$ cat config.mk
export PLATFORM = sky130hd
export DESIGN_NAME = carry_bypass_adder_pipe
export DESIGN_NICKNAME = d
export VERILOG_FILES = /design/src/rtl/carry_bypass_adder_pipe.sv
export SDC_FILE = /design/constraint.sdc
export NUM_CORES = 1
export LEC_CHECK = 0
export BUFFER_PORTS_ARGS = -buffer_cell sky130_fd_sc_hd__buf_2
export CAP_MARGIN = 30
export CORE_ASPECT_RATIO = 0.9
export CORE_MARGIN = 10
export CORE_UTILIZATION = 48
export DETAILED_ROUTE_END_ITERATION = 7
export PLACE_DENSITY = 0.76
export SYNTH_ARGS = -nofsm -noshare
export SYNTH_HDL_FRONTEND = slang
export SYNTH_SLANG_ARGS = --single-unit
$ cat constraint.sdc
create_clock -name clk -period 4.44 [get_ports clk]
set_input_delay 0.666 -clock clk [delete_from_list [all_inputs] [get_ports clk]]
set_output_delay 0.666 -clock clk [all_outputs]
set_load 0.02 [all_outputs]
$ cat src/rtl/carry_bypass_adder_pipe.sv
// Pipelined carry-bypass (carry-skip) adder/subtractor with a valid/ready stream
// interface. Each pipeline stage resolves BLKS_PER_STAGE skip blocks of BLK bits.
// A global stall freezes every stage whenever the output holds an unaccepted beat.
module carry_bypass_adder_pipe #(
  parameter int unsigned WIDTH          = 16,
  parameter int unsigned BLK            = 4,
  parameter int unsigned BLKS_PER_STAGE = 2
) (
  input  logic             clk,
  input  logic             rst,
  input  logic             in_valid,
  output logic             in_ready,
  input  logic [WIDTH-1:0] a,
  input  logic [WIDTH-1:0] b,
  input  logic             cin,
  input  logic             sub,
  output logic             out_valid,
  input  logic             out_ready,
  output logic [WIDTH-1:0] sum,
  output logic             cout,
  output logic             ovf
);

  localparam int unsigned SBITS = BLK * BLKS_PER_STAGE;
  localparam int unsigned L     = (SBITS == 0 || WIDTH < SBITS) ? 1 : WIDTH / SBITS;

  if (BLK == 0 || BLKS_PER_STAGE == 0 || WIDTH == 0 ||
      ((SBITS == 0) ? 1 : (WIDTH % SBITS)) != 0) begin : g_param_check
    $error("carry_bypass_adder_pipe: WIDTH must be a non-zero multiple of BLK*BLKS_PER_STAGE");
  end

  // Stage registers: operands (b already conditioned for subtract), partial sum,
  // running carry, carry into the MSB and beat valid.
  logic [WIDTH-1:0] a_q [L];
  logic [WIDTH-1:0] a_d [L];
  logic [WIDTH-1:0] b_q [L];
  logic [WIDTH-1:0] b_d [L];
  logic [WIDTH-1:0] s_q [L];
  logic [WIDTH-1:0] s_d [L];
  logic             c_q [L];
  logic             c_d [L];
  logic             m_q [L];
  logic             m_d [L];
  logic             v_q [L];
  logic             v_d [L];

  // Inputs to each stage's combinational block and its results.
  logic [WIDTH-1:0] src_a [L];
  logic [WIDTH-1:0] src_b [L];
  logic [WIDTH-1:0] src_s [L];
  logic             src_c [L];
  logic             src_v [L];
  logic [WIDTH-1:0] res_s [L];
  logic             res_c [L];
  logic             res_m [L];

  logic adv;
  logic unused_stage_bits;

  assign adv       = !v_q[L-1] || out_ready;
  assign in_ready  = adv;
  assign out_valid = v_q[L-1];
  assign sum       = s_q[L-1];
  assign cout      = c_q[L-1];
  assign ovf       = m_q[L-1] ^ c_q[L-1];

  for (genvar k = 0; k < L; k++) begin : g_stage
    logic [WIDTH-1:0]        s_loc;
    logic [BLKS_PER_STAGE:0] blk_c;

    if (k == 0) begin : g_src_in
      assign src_a[k] = a;
      assign src_b[k] = b ^ {WIDTH{sub}};
      assign src_s[k] = '0;
      assign src_c[k] = cin ^ sub;
      assign src_v[k] = in_valid;
    end else begin : g_src_reg
      assign src_a[k] = a_q[k-1];
      assign src_b[k] = b_q[k-1];
      assign src_s[k] = s_q[k-1];
      assign src_c[k] = c_q[k-1];
      assign src_v[k] = v_q[k-1];
    end

    assign blk_c[0] = src_c[k];

    for (genvar j = 0; j < BLKS_PER_STAGE; j++) begin : g_blk
      localparam int unsigned BASE = k * SBITS + j * BLK;
      logic [BLK:0]   rc;
      logic [BLK-1:0] pb;

      assign rc[0] = blk_c[j];
      for (genvar i = 0; i < BLK; i++) begin : g_bit
        assign pb[i]          = src_a[k][BASE+i] ^ src_b[k][BASE+i];
        assign rc[i+1]        = (src_a[k][BASE+i] & src_b[k][BASE+i]) | (pb[i] & rc[i]);
        assign s_loc[BASE+i]  = pb[i] ^ rc[i];
      end
      // Whole-block propagate forwards the incoming carry past the ripple chain.
      assign blk_c[j+1] = (&pb) ? blk_c[j] : rc[BLK];

      if (j == BLKS_PER_STAGE - 1) begin : g_top
        assign res_m[k] = rc[BLK-1];
      end
    end

    for (genvar n = 0; n < WIDTH; n++) begin : g_pass
      if ((n / SBITS) != k) begin : g_keep
        assign s_loc[n] = src_s[k][n];
      end
    end

    assign res_s[k] = s_loc;
    assign res_c[k] = blk_c[BLKS_PER_STAGE];
  end

  // Next state: every stage shifts forward on adv, otherwise all stages hold.
  always_comb begin
    for (int unsigned k = 0; k < L; k++) begin
      a_d[k] = a_q[k];
      b_d[k] = b_q[k];
      s_d[k] = s_q[k];
      c_d[k] = c_q[k];
      m_d[k] = m_q[k];
      v_d[k] = v_q[k];
      if (adv) begin
        a_d[k] = src_a[k];
        b_d[k] = src_b[k];
        s_d[k] = res_s[k];
        c_d[k] = res_c[k];
        m_d[k] = res_m[k];
        v_d[k] = src_v[k];
      end
    end
  end

  // Stage registers with synchronous reset discarding every in-flight beat.
  always_ff @(posedge clk) begin
    for (int unsigned k = 0; k < L; k++) begin
      if (rst) begin
        a_q[k] <= '0;
        b_q[k] <= '0;
        s_q[k] <= '0;
        c_q[k] <= 1'b0;
        m_q[k] <= 1'b0;
        v_q[k] <= 1'b0;
      end else begin
        a_q[k] <= a_d[k];
        b_q[k] <= b_d[k];
        s_q[k] <= s_d[k];
        c_q[k] <= c_d[k];
        m_q[k] <= m_d[k];
        v_q[k] <= v_d[k];
      end
    end
  end

  // Last-stage operands and intermediate MSB carries are never consumed.
  always_comb begin
    unused_stage_bits = 1'b0;
    for (int unsigned k = 0; k < L; k++) begin
      unused_stage_bits = unused_stage_bits ^ (^a_q[k]) ^ (^b_q[k]) ^ m_q[k];
    end
  end

endmodule
==> flow_metrics.env, run 1 <==
export IMPL_final_max_slew_viol_count=0
export IMPL_grt_first_pass_wirelength_mm=8.46
export IMPL_final_common_cell="buf_2"
export IMPL_coreArea_mm2=0.00486
export IMPL_first_global_vias=1848
export IMPL_place_ws_ns=-0.236
export IMPL_overflow=0
export IMPL_dpl_hpwl_mm=3.99
export IMPL_ctsHoldBuffers=0
export IMPL_port_buffers=57
export IMPL_fill_cells=463
export IMPL_cp_slowest_cell="fa_1"
export IMPL_rsz0062_at_grt="no"
export IMPL_maxCapViolations=0
export IMPL_grt_max_degree=60
export IMPL_fp_dieH_um=87.6
export IMPL_place_inst=371
export IMPL_period_share_pct=97.8
export IMPL_drcViolationCount=0
export IMPL_cts_path_max_buffers=2
export IMPL_power_density_mw_per_mm2=346
export IMPL_power_leakage_uw=0.00138
export IMPL_synthMuxAreaShare_pct=1.08
export IMPL_crit_path_cell_trace="buf_2 > xor2_2 > inv_1 > fa_2 > fa_2 > fa_2 > fa_1 > mux2_4 > fa_2 > fa_2 > fa_1 > inv_1 > fa_1 > nand2_1 > a21oi_1"
export IMPL_ys_ff_latch=45
export IMPL_critical_path_class="in -> reg"
export IMPL_p_total_uw=981
export IMPL_drive_gt1_share_pct=25.2
export IMPL_synthSimpleGateAreaFrac_pct=13.6
export IMPL_synth_top_family_by_area="adder cells"
export IMPL_start_util_pct=50.0
export IMPL_final_cell_mix="57 x buf_2, 48 x nand2_1, 45 x dfxtp_1"
export IMPL_nNetsFinal=383
export IMPL_cp_end_kind="flip-flop"
export IMPL_num_rows=24
export IMPL_cts_tree="done"
export IMPL_drtIter0Drc=92
export IMPL_cts_setup_buffers=0
export IMPL_hold_class="reg -> reg"
export IMPL_cpPeakStageDelay_ns=0.41
export IMPL_fin_skew_ns=0.00755
export IMPL_drtPass1Iterations=4
export IMPL_cts_buffers=5
export IMPL_report_final_setup_viol=0
export IMPL_yosysWarnings=0
export IMPL_synthDistinctLibCells=28
export IMPL_h_tree_depth=2
export IMPL_tightest_slew_ns=0.859
export IMPL_dieArea_mm2=0.00832
export IMPL_area_growth_pct=16.4
export IMPL_syn_area_per_cell_um2=9.29
export IMPL_ant_nets=0
export IMPL_wire_per_inst_um=13.6
export IMPL_cpMostUsedCell="fa_2"
export IMPL_fin_cells=379
export IMPL_synth_compound_area_share_pct=11.5
export IMPL_cp_max_fo=3
export IMPL_status="completed"
export IMPL_chipWidth_um=95.1
export IMPL_grt_usage_pct=12.9
export IMPL_worst_slack_ns=0.0955
export IMPL_cp_required_ns=4.58
export IMPL_clk_latency_ns=0.29
export IMPL_num_vias=1802
export IMPL_ys_seq_area_share_pct=37.0
export IMPL_clock_sinks=45
export IMPL_critPathLaunchType="input pin"
export IMPL_slew_headroom_pct=42.7
export IMPL_gp_congestion=0.728
export IMPL_via_per_inst=4.75
export IMPL_root_buffer="clkbuf_8"
export IMPL_synthAdderAreaFrac_pct=21.4
export IMPL_diodes=0
export IMPL_wl_mm=5.17
export IMPL_hold_viol_final=0
export IMPL_synth_xor_area_share_pct=6.48
export IMPL_clk_pin_slew_ns=0.07
export IMPL_antenna_found_initial=0
export IMPL_cp_arrival_ns=4.48
export IMPL_fmax_mhz=230
export IMPL_min_period_ns=4.34
export IMPL_syn_nets=332
export IMPL_ir_drop_mv=0.135
export IMPL_io_pins=58
export IMPL_synthesis_area_mm2=0.00243
export IMPL_tns_ns=0
export IMPL_synth_cells=262
==> worst max-delay path: cells and delay by family <==
family                   cells  cell delay [ns]
AO/OA/AOI/OAI                1             0.07
XOR/XNOR                     1             0.18
adder cells (fa/ha/maj)      8             2.91
buffers and inverters        3             0.31
multiplexers                 1             0.28
AND/OR/NAND/NOR              1             0.07
==> stage by stage <==
step | cell area, µm² | hold WS (ns) | util (%)
after floorplan | 2460 | 0.432 | -
after global placement | 2720 | 0.435 | 56.0
after detailed placement | 2720 | 0.441 | 56.0
after CTS | 2830 | 0.451 | 58.1
after global routing | 2830 | 0.473 | 58.2
final | 2830 | 0.447 | 58.2
==> worst paths after layout <==
check                                from        end  slack (ns)  depth (start not counted)
worst max-delay path                  sub  s_q[0][7]         0.1                         15
worst min-delay path            s_q[1][1]  s_q[1][1]        0.45                          2
worst max register to register  b_q[0][8]     c_q[1]        0.42                         15
worst min register to register  s_q[1][1]  s_q[1][1]        0.45                          2
==> flip-flops by register name (all words and copies together), names as in the netlist <==
name and cells:
v_q 2, c_q 2, m_q 1, a_q 8, b_q 8, s_q 24
==> cell type report <==
class / instances / area (µm²) / area share [%]
repair buffers: 61 / 315 / 11.1
multi-input cells: 175 / 1340 / 47.2
clock buffers: 7 / 96.3 / 3.40
inverters: 25 / 96.3 / 3.40
well taps: 65 / 81.3 / 2.87
clock inverters: 1 / 5.00 / 0.177
flip-flops and latches: 45 / 901 / 31.8
==> cell families after synthesis <==
family | after synthesis
AND/OR/NAND/NOR | 78
multiplexers | 2
adder cells (fa/ha/maj) | 32
buffers and inverters | 42
XOR/XNOR | 18
flip-flops | 45
AO/OA/AOI/OAI | 45
==> cells in the mapped netlist <==
cell type	count	area share, %
nor3_1	1	0.21
nor2b_1	1	0.26
a21oi_1	24	4.9
xnor2_1	7	2.5
and4_1	1	0.36
o21ai_1	1	0.21
ha_1	16	8.2
nor4bb_1	1	0.41
a41oi_1	1	0.36
dfxtp_1	45	37
buf_6	6	2.8
xor2_1	11	4.0
buf_2	5	1.0
nand4_1	4	1.0
nor2_1	20	3.1
clkbuf_1	1	0.15
inv_1	24	3.7
buf_1	3	0.46
mux2_4	1	0.62
fa_1	16	13
mux2_2	1	0.46
or3_1	1	0.26
buf_4	2	0.62
inv_4	1	0.26
a211oi_1	18	5.6
a221o_1	1	0.41
nor2b_4	1	0.57
nand2_1	48	7.4
==> where the power goes <==
part / internal, µW / total, µW / switching (µW) / leakage (µW)
sequential: 450 / 479 / 28.8 / 0.000373
combinational: 102 / 233 / 131 / 0.000952
clock: 141 / 269 / 129 / 0.0000542
total: 692 / 981 / 289 / 0.00138
==> per-layer routing <==
layer  vias up  part of all wire (%)  global-route usage, %
met5         -                     0                      0
met1       814                    47                   15.7
li1        939                     -                      -
met3         6                   6.8                   4.19
met4         0                   1.5                   4.89
met2        43                    45                   20.6
==> repair_timing <==
action,in CTS,in global routing
resized for setup,0,1
endpoints found under the setup margin,0,1
endpoints found under the hold margin,0,0
Note: power is estimated with default switching activity, not from simulation.
==> run 2, diff against run 1 <==
--- a/config.mk
+++ b/config.mk
@@ -12,6 +12,7 @@
 export CORE_UTILIZATION = 48
 export DETAILED_ROUTE_END_ITERATION = 7
 export PLACE_DENSITY = 0.76
+export RECOVER_POWER = 25
 export SYNTH_ARGS = -nofsm -noshare
 export SYNTH_HDL_FRONTEND = slang
 export SYNTH_SLANG_ARGS = --single-unit
==> run 2 against run 1 <==
Effect of this change:
- die area unchanged
- register-to-register slack is essentially flat
- sequential share of layout area up 0.14 points
- largest power group unchanged
- count of clock-buffer cells in the layout stayed put
- sequential cell count unchanged
- largest cell class unchanged
- total power grew 0.38%
- critical path type unchanged
- critical path depth unchanged
- first-iteration DRC count is 4.3% higher
- clock power increased by 2%
- combinational power is essentially flat
- sequential power barely moved
- routed wire length grew 1.2%
==> flow_metrics.env, run 2 (synthesis gave the netlist of run 1 again) <==
export IMPL_status="completed"
export IMPL_p_int_uw=692
export IMPL_wire_per_inst_um=13.8
export IMPL_num_vias=1792
export IMPL_overflow=0
export IMPL_ant_nets=0
export IMPL_gr_usage_met3_pct=4.19
export IMPL_min_period_ns=4.35
export IMPL_path_buf_inv=3
export IMPL_wl_mm=5.24
export IMPL_dieArea_mm2=0.00832
export IMPL_cpPeakStageDelay_ns=0.41
export IMPL_grt_use_met1_pct=15.7
export IMPL_regMostFlops="s_q"
export IMPL_cts_path_max_buffers=2
export IMPL_p_switching_uw=293
export IMPL_hold_class="reg -> reg"
export IMPL_clock_sinks=45
export IMPL_drtIter0Drc=96
export IMPL_grt_max_degree=60
export IMPL_p_total_uw=985
export IMPL_port_buffers=57
export IMPL_p_seq_share_pct=48.6
export IMPL_cts_tree="done"
export IMPL_power_leakage_uw=0.00137
export IMPL_crit_path_cell_trace="buf_2 > xor2_2 > inv_1 > fa_2 > fa_2 > fa_2 > fa_1 > mux2_4 > fa_2 > fa_2 > fa_1 > inv_1 > fa_1 > nand2_1 > a21oi_1"
export IMPL_p_comb_share_pct=23.6
export IMPL_area_growth_pct=15.9
export IMPL_coreArea_mm2=0.00486
export IMPL_antenna_found_initial=0
export IMPL_cp_arrival_ns=4.49
export IMPL_nNetsFinal=383
export IMPL_fp_dieH_um=87.6
export IMPL_whs_ns=0.448
export IMPL_final_max_slew_viol_count=0
export IMPL_switching_share_pct=29.8
export IMPL_first_global_vias=1848
export IMPL_tightest_slew_ns=1.36
export IMPL_power_frac_clock_pct=27.8
export IMPL_drcViolationCount=0
export IMPL_io_pins=58
export IMPL_start_util_pct=50.0
export IMPL_num_rows=24
export IMPL_cp_max_fo=3
export IMPL_grt_usage_pct=12.9
export IMPL_gp_congestion=0.728
export IMPL_cp_end_kind="flip-flop"
export IMPL_ir_drop_mv=0.137
export IMPL_cp_slowest_cell="fa_1"
export IMPL_clk_pin_slew_ns=0.08
export IMPL_critical_path_class="in -> reg"
export IMPL_largest_reg_flops=24
export IMPL_reg_largest_list="s_q (24), a_q (8), b_q (8)"
export IMPL_cpMostUsedCell="fa_2"
export IMPL_critPathLaunchType="input pin"
export IMPL_clk_latency_ns=0.30
export IMPL_path_delay_family="adder cells"
export IMPL_drive_gt1_share_pct=24.2
export IMPL_via_per_inst=4.73
export IMPL_cp_required_ns=4.58
export IMPL_root_buffer="clkbuf_8"
export IMPL_fin_skew_ns=0.00476
export IMPL_slew_headroom_pct=9.66
export IMPL_top_usage_layer="met2"
export IMPL_report_final_setup_viol=0
export IMPL_final_cell_mix="56 x buf_2, 48 x nand2_1, 45 x dfxtp_1"
export IMPL_power_density_mw_per_mm2=349
export IMPL_rsz0062_at_grt="no"
export IMPL_grt_first_pass_wirelength_mm=8.46
export IMPL_dpl_hpwl_mm=3.99
export IMPL_chipWidth_um=95.1
export IMPL_fmax_mhz=230
export IMPL_period_share_pct=98.0
export IMPL_h_tree_depth=2
export IMPL_final_common_cell="buf_2"
export IMPL_cts_buffers=5
export IMPL_use_met2_pct=20.6
export IMPL_drtPass1Iterations=4
export IMPL_diodes=0
export IMPL_hold_viol_final=0
export IMPL_maxCapViolations=0
## run 2: cell count changes in the layout (fill, tap and decap cells not counted)
| cell | previous run | this run |
|---|---|---|
| buf_2 | 57 | 56 |
| buf_4 | 4 | 3 |
| clkbuf_1 | 0 | 2 |
| nor2b_1 | 1 | 2 |
| nor2b_4 | 1 | 0 |
## run 2: what timing repair did
item / 4_1_cts / 5_1_grt
setup buffers: 0 / 0
gates resized for setup: 0 / 1
endpoints found under the setup margin: 0 / 1
hold buffers: 0 / 0
hold endpoints to repair: 0 / 0
## run 2: worst min-delay path, cell delays in order, from the launching register on
cell and delay (ns):
dfxtp_1 0.31, nand2_1 0.05, a21oi_1 0.05
## run 2: metrics by stage
stage	TNS [ns]	instances	util [%]	setup WS [ns]	area, µm²
final	0	379	58.0	0.0901	2820
after global routing	0	379	58.0	0.0371	2820
after CTS	0	379	58.1	0.0752	2830
after detailed placement	-0.236	371	56.0	-0.236	2720
after global placement	-0.0948	371	56.0	-0.0948	2720
after floorplan	-0.116	262	-	-0.116	2460
## run 2: cell type report
cell class	count	area, µm²
clock buffer	7	96.3
clock inverter	1	5.00
fill	466	2040
inverter	25	96.3
multi-input combinational	175	1330
sequential	45	901
tap	65	81.3
timing repair buffer	61	310
## run 2: path summary, 6_finish.rpt
path | startpoint | to | slack, ns | cells after the start
max reg2reg | b_q[0][8] | c_q[1] | 0.43 | 15
min | s_q[1][1] | s_q[1][1] | 0.45 | 2
min reg2reg | s_q[1][1] | s_q[1][1] | 0.45 | 2
max | sub | s_q[0][7] | 0.09 | 15
## run 2: power by group through the flow
stage,Combinational [µW],Sequential (µW),Clock [µW]
6_report,232,479,274
2_1_floorplan,134,507,0
3_5_place_dp,234,489,0
5_1_grt,263,487,296
3_3_place_gp,225,487,0
4_1_cts,236,480,276
## run 2: per-layer routing
| metal | up-vias | share of wire (%) |
|---|---|---|
| li1 | 937 | - |
| met1 | 806 | 47 |
| met2 | 41 | 45 |
| met3 | 8 | 6.6 |
| met4 | 0 | 1.5 |
| met5 | - | 0 |
